<file path="src/rtl/iob_wishbone2iob_pkg.sv">
// Shared definitions for the Wishbone-to-IOb bridge: 3-bit state encoding.
`default_nettype none

package iob_wishbone2iob_pkg;

  localparam int STATE_W = 3;

  typedef enum logic [STATE_W-1:0] {
    ST_IDLE  = 3'd0,
    ST_REQ   = 3'd1,
    ST_WAIT  = 3'd2,
    ST_RESP  = 3'd3,
    ST_DRAIN = 3'd4,
    ST_ERR   = 3'd5
  } state_t;

endpackage

`default_nettype wire

</file>
<file path="src/rtl/iob_wishbone2iob_timer.sv">
// iob_wb2iob_timer: free-running TIMEOUT_W counter with clear/enable and an expiry flag.
// Used by iob_wishbone2iob only when IOB_WB2IOB_TIMEOUT_EN is defined.
`default_nettype none

module iob_wb2iob_timer #(
  parameter int TIMEOUT_W = 8
) (
  input  logic clk_i,
  input  logic arst_n_i,
  input  logic clear_i,
  input  logic enable_i,
  output logic expired_o
);

  // Expiry is flagged one count early so the registered error lands on
  // cycle 2**TIMEOUT_W-1 after the request pulse.
  localparam logic [TIMEOUT_W-1:0] LAST = ~TIMEOUT_W'(1);

  logic [TIMEOUT_W-1:0] cnt;

  always_ff @(posedge clk_i or negedge arst_n_i) begin
    if (!arst_n_i) begin
      cnt <= '0;
    end else if (clear_i) begin
      cnt <= '0;
    end else if (enable_i) begin
      cnt <= cnt + 1'b1;
    end
  end

  assign expired_o = enable_i && (cnt == LAST);

endmodule

`default_nettype wire

</file>
<file path="src/rtl/iob_wishbone2iob.sv">
// iob_wishbone2iob: Wishbone B4 classic slave to IOb native master, one transfer at a time.
// Optional access timeout enabled by defining IOB_WB2IOB_TIMEOUT_EN.
`default_nettype none

module iob_wishbone2iob
  import iob_wishbone2iob_pkg::*;
#(
  parameter int ADDR_W    = 32,
  parameter int DATA_W    = 32,
  parameter int TIMEOUT_W = 8
) (
  input  logic                clk_i,
  input  logic                arst_n_i,
  input  logic [ADDR_W-1:0]   wb_addr_i,
  input  logic [DATA_W/8-1:0] wb_select_i,
  input  logic                wb_we_i,
  input  logic                wb_cyc_i,
  input  logic                wb_stb_i,
  input  logic [DATA_W-1:0]   wb_data_i,
  output logic [DATA_W-1:0]   wb_data_o,
  output logic                wb_ack_o,
  output logic                wb_error_o,
  output logic                valid_o,
  output logic [ADDR_W-1:0]   address_o,
  output logic [DATA_W-1:0]   wdata_o,
  output logic [DATA_W/8-1:0] wstrb_o,
  input  logic [DATA_W-1:0]   rdata_i,
  input  logic                ready_i
);

  state_t            state;
  logic              we_q;
  logic [DATA_W-1:0] rdata_q;
  logic              timeout;

`ifdef IOB_WB2IOB_TIMEOUT_EN
  // Held clear while idle, so the count equals cycles elapsed since valid_o.
  iob_wb2iob_timer #(
    .TIMEOUT_W (TIMEOUT_W)
  ) timer (
    .clk_i     (clk_i),
    .arst_n_i  (arst_n_i),
    .clear_i   (state == ST_IDLE),
    .enable_i  ((state == ST_REQ) || (state == ST_WAIT) || (state == ST_DRAIN)),
    .expired_o (timeout)
  );
`else
  logic [TIMEOUT_W-1:0] unused_timeout_w;
  assign unused_timeout_w = '0;
  assign timeout          = 1'b0;
`endif

  always_ff @(posedge clk_i or negedge arst_n_i) begin
    if (!arst_n_i) begin
      state      <= ST_IDLE;
      we_q       <= 1'b0;
      rdata_q    <= '0;
      address_o  <= '0;
      wdata_o    <= '0;
      wstrb_o    <= '0;
      valid_o    <= 1'b0;
      wb_ack_o   <= 1'b0;
      wb_error_o <= 1'b0;
    end else begin
      valid_o    <= 1'b0;
      wb_ack_o   <= 1'b0;
      wb_error_o <= 1'b0;
      case (state)
        ST_IDLE: begin
          if (wb_cyc_i && wb_stb_i) begin
            address_o <= wb_addr_i;
            wdata_o   <= wb_data_i;
            wstrb_o   <= wb_we_i ? wb_select_i : '0;
            we_q      <= wb_we_i;
            valid_o   <= 1'b1;
            state     <= ST_REQ;
          end
        end
        ST_REQ, ST_WAIT: begin
          // An aborted cycle must still let the IOb access finish before idling.
          if (!wb_cyc_i) begin
            state <= (ready_i || timeout) ? ST_IDLE : ST_DRAIN;
          end else if (ready_i) begin
            rdata_q  <= we_q ? '0 : rdata_i;
            wb_ack_o <= 1'b1;
            state    <= ST_RESP;
          end else if (timeout) begin
            rdata_q    <= '0;
            wb_error_o <= 1'b1;
            state      <= ST_ERR;
          end else begin
            state <= ST_WAIT;
          end
        end
        ST_DRAIN: begin
          if (ready_i || timeout) state <= ST_IDLE;
        end
        ST_RESP, ST_ERR: begin
          state <= ST_IDLE;
        end
        default: state <= ST_IDLE;
      endcase
    end
  end

  assign wb_data_o = (state == ST_RESP) ? rdata_q : '0;

endmodule

`default_nettype wire

</file>
<file path="config.mk">
export PLATFORM = sky130hd
export DESIGN_NAME = iob_wishbone2iob
export DESIGN_NICKNAME = d
export VERILOG_FILES = /design/src/rtl/iob_wishbone2iob_pkg.sv /design/src/rtl/iob_wishbone2iob_timer.sv /design/src/rtl/iob_wishbone2iob.sv
export SDC_FILE = /design/constraint.sdc
export NUM_CORES = 1
export LEC_CHECK = 0
export CAP_MARGIN = 20
export CELL_PAD_IN_SITES_DETAIL_PLACEMENT = 0
export CELL_PAD_IN_SITES_GLOBAL_PLACEMENT = 1
export CORE_MARGIN = 2
export CORE_UTILIZATION = 36
export CTS_BUF_LIST = sky130_fd_sc_hd__clkbuf_4 sky130_fd_sc_hd__clkbuf_8
export CTS_CLUSTER_SIZE = 12
export DETAILED_ROUTE_END_ITERATION = 8
export GPL_TIMING_DRIVEN = 0
export PLACE_DENSITY_LB_ADDON = 0.1
export SKIP_CTS_REPAIR_TIMING = 1
export SLEW_MARGIN = 20
export SYNTH_ARGS = -nofsm -noshare
export SYNTH_HDL_FRONTEND = slang
export SYNTH_SLANG_ARGS = --single-unit
</file>
<file path="constraint.sdc">
create_clock -name clk_i -period 3.7 [get_ports clk_i]
set_input_delay 0.74 -clock clk_i [delete_from_list [all_inputs] [get_ports clk_i]]
set_output_delay 0.74 -clock clk_i [all_outputs]
set_load 0.02 [all_outputs]
</file>
==> metrics.yaml <==
outcome: "complete, no violations"
arrival_ns: 2.33
period_needed_ns: 3.07
async_reset_ff_frac: 1.00
routabilityCongestion: 0.748
yosysTopAreaCellShare: 0.568
dpl.hpwl_mm: 8.11
yosys.cell_types.count: 25
multi_input_area_mm2: 0.00186
initial_core_util: 0.370
nets: 639
detail-route-antenna-nets: 0
clockRootBuffer: "clkbuf_8"
drv_cap: 0
finalSetupViolCount: 0
crit_type: "reg -> out"
syn_area_mm2: 0.00467
min_path_type: "in -> async"
synthCells: 314
critPathMaxFanout: 10
pre_cts_slack_ns: 0.872
die-area_mm2: 0.0139
syn_nets: 420
cts_tree: "done"
fin_hold_ws_ns: 0.249
grt_max_degree: 71
grt_remaining_overflow: 0
fp.coreArea_mm2: 0.0126
clk_latency_ns: 0.37
h-tree-depth: 3
cp_num_buf_inv: 3
port_buffers: 207
hold_viol_final: 0
ys.flop_type: "dfrtp_1"
fmax_mhz: 325
slew_violations: 0
ir_worst_vdd_mv: 0.367
power_density_mw_per_mm2: 681
drive_gt1_frac: 0.242
clk_pin_slew_worst_paths_ns: 0.09
leakagePower_nw: 3.07
ys_seq_area_frac: 0.568
grt_pass1_wl_mm: 17.7
max_stage_delay_ns: 0.63
critPathSlowestCell: "clkdlybuf4s50_1"
drc: 0
drtIter0Drc: 107
ioPinCount: 209
synth_most_common_cell: "dfrtp_1"
drt_first_pass_iters: 3
cp_top_family: "buffers and inverters"
rsz0062_at_grt: "no"
path_cells: "buf_2 > and3b_2 > clkbuf_1 > and2_1 > clkdlybuf4s50_1"
yosys.area.top_type: "dfrtp_1"
antenna_cells: 0
clockBufferDepth: 2
rows: 41
antenna_found_initial: 0
skew_ns: 0.00916
first_global_vias: 3414
wl_mm: 11.0
fin_ws_ns: 0.626
yosys-top-cells-count: "dfrtp_1, mux2_2, mux2_4"
tightest_slew_ns: 0.747
yosys_warnings: 0
clock_sinks: 106
avgSynthCellArea_um2: 14.9
start_kind: "flip-flop"
ys_ff_latch: 106
finalCritPeriodShare: 0.831
end_kind: "output pin"
nFillCells: 1112
maxSlewHeadroom: 0.500
worstPathRequired_ns: 2.96
synth-edff-count: 0
die_h_um: 118
routedWlPerCell_um: 15.5
cts_buffers: 9
area_growth_pct: 54.3
synth.area.top_cells: "dfrtp_1, mux2_4, mux2_2, and2_1, nor2b_1"
die_w_um: 118
vias_per_cell: 4.44
final-seq-area_mm2: 0.00265
track_usage: 0.162
vias: 3147
[sequential cells by signal, summed over array words and instances (netlist names)]
register / cells
wb_ack_o: 1
state: 3
rdata_q: 32
we_q: 1
wdata_o: 32
valid_o: 1
wstrb_o: 4
address_o: 32
[layout make-up]
type	instances	area share
Timing Repair Buffer	208	0.291
Multi-Input combinational cell	185	0.258
Sequential cell	106	0.368
Tap cell	172	0.0299
Inverter	4	0.00208
Clock buffer	11	0.0201
Buffer	19	0.0196
Clock inverter	4	0.0106
[routing by layer]
layer | wire length (um) | GRT usage | share of wire
met5 | 0 | 0 | 0
met4 | 143 | 0.0497 | 0.013
met3 | 1040 | 0.0746 | 0.095
met2 | 5320 | 0.270 | 0.48
met1 | 4480 | 0.186 | 0.41
[layout by cell type (no fill, tap or decap), types with 5 or more instances in the layout]
cell / n
mux2i_1: 5
mux2_2: 50
and2_1: 32
dfrtp_1: 106
clkdlybuf4s50_1: 206
mux2_4: 45
nor2b_1: 32
clkbuf_1: 6
buf_6: 8
clkbuf_8: 10
[metrics by stage]
step	std cells	cell area (um^2)	utilization	setup TNS (ns)	power [mW]
finish	709	7210	0.571	0	4.91
floorplan	314	4670	-	0	3.12
global route	709	7210	0.571	0	5.20
detailed placement	694	6990	0.554	0	4.16
CTS	709	7210	0.571	0	4.99
global placement	693	6960	0.551	-244.55	4.12
[report_power, final]
group          leakage (nW)  internal [mW]  switching, mW  total (mW)
combinational          1.67           1.28          0.943        2.22
sequential             1.29           1.64          0.251        1.90
clock                 0.109          0.405          0.388       0.793
total                  3.07           3.33           1.58        4.91
[logic make-up (layout without fill, tap and decap cells)]
group | count (synthesis) | in the layout | synth area share
AOI/OAI and AO/OA | 3 | 3 | 0.00375
other | 1 | 1 | 0.000803
muxes | 102 | 102 | 0.281
xor gates and xnor gates | 1 | 1 | 0.00188
DFF | 106 | 106 | 0.568
buffers and inverters | 23 | 246 | 0.0335
and+or+nand+nor | 78 | 78 | 0.111
[worst paths after layout]
| kind | start | end | slack, ns | depth (start not counted) |
|---|---|---|---|---|
| worst max-delay path | state[0]$_DFFE_PN0P_ | wb_data_o[28] | 0.63 | 5 |
| worst min-delay path | arst_n_i | rdata_q[12]$_DFFE_PN0P_ | 0.25 | 1 |
| worst max register to register | state[2]$_DFFE_PN0P_ | wdata_o[2]$_DFFE_PN0P_ | 1.69 | 4 |
| worst min register to register | wdata_o[7]$_DFFE_PN0P_ | wdata_o[7]$_DFFE_PN0P_ | 0.50 | 1 |
| max in group asynchronous | arst_n_i | address_o[4]$_DFFE_PN0P_ | 2.80 | 2 |
| min in group clk_i | wdata_o[7]$_DFFE_PN0P_ | wdata_o[7]$_DFFE_PN0P_ | 0.50 | 1 |
No activity file was read; power rests on OpenSTA's default activity.
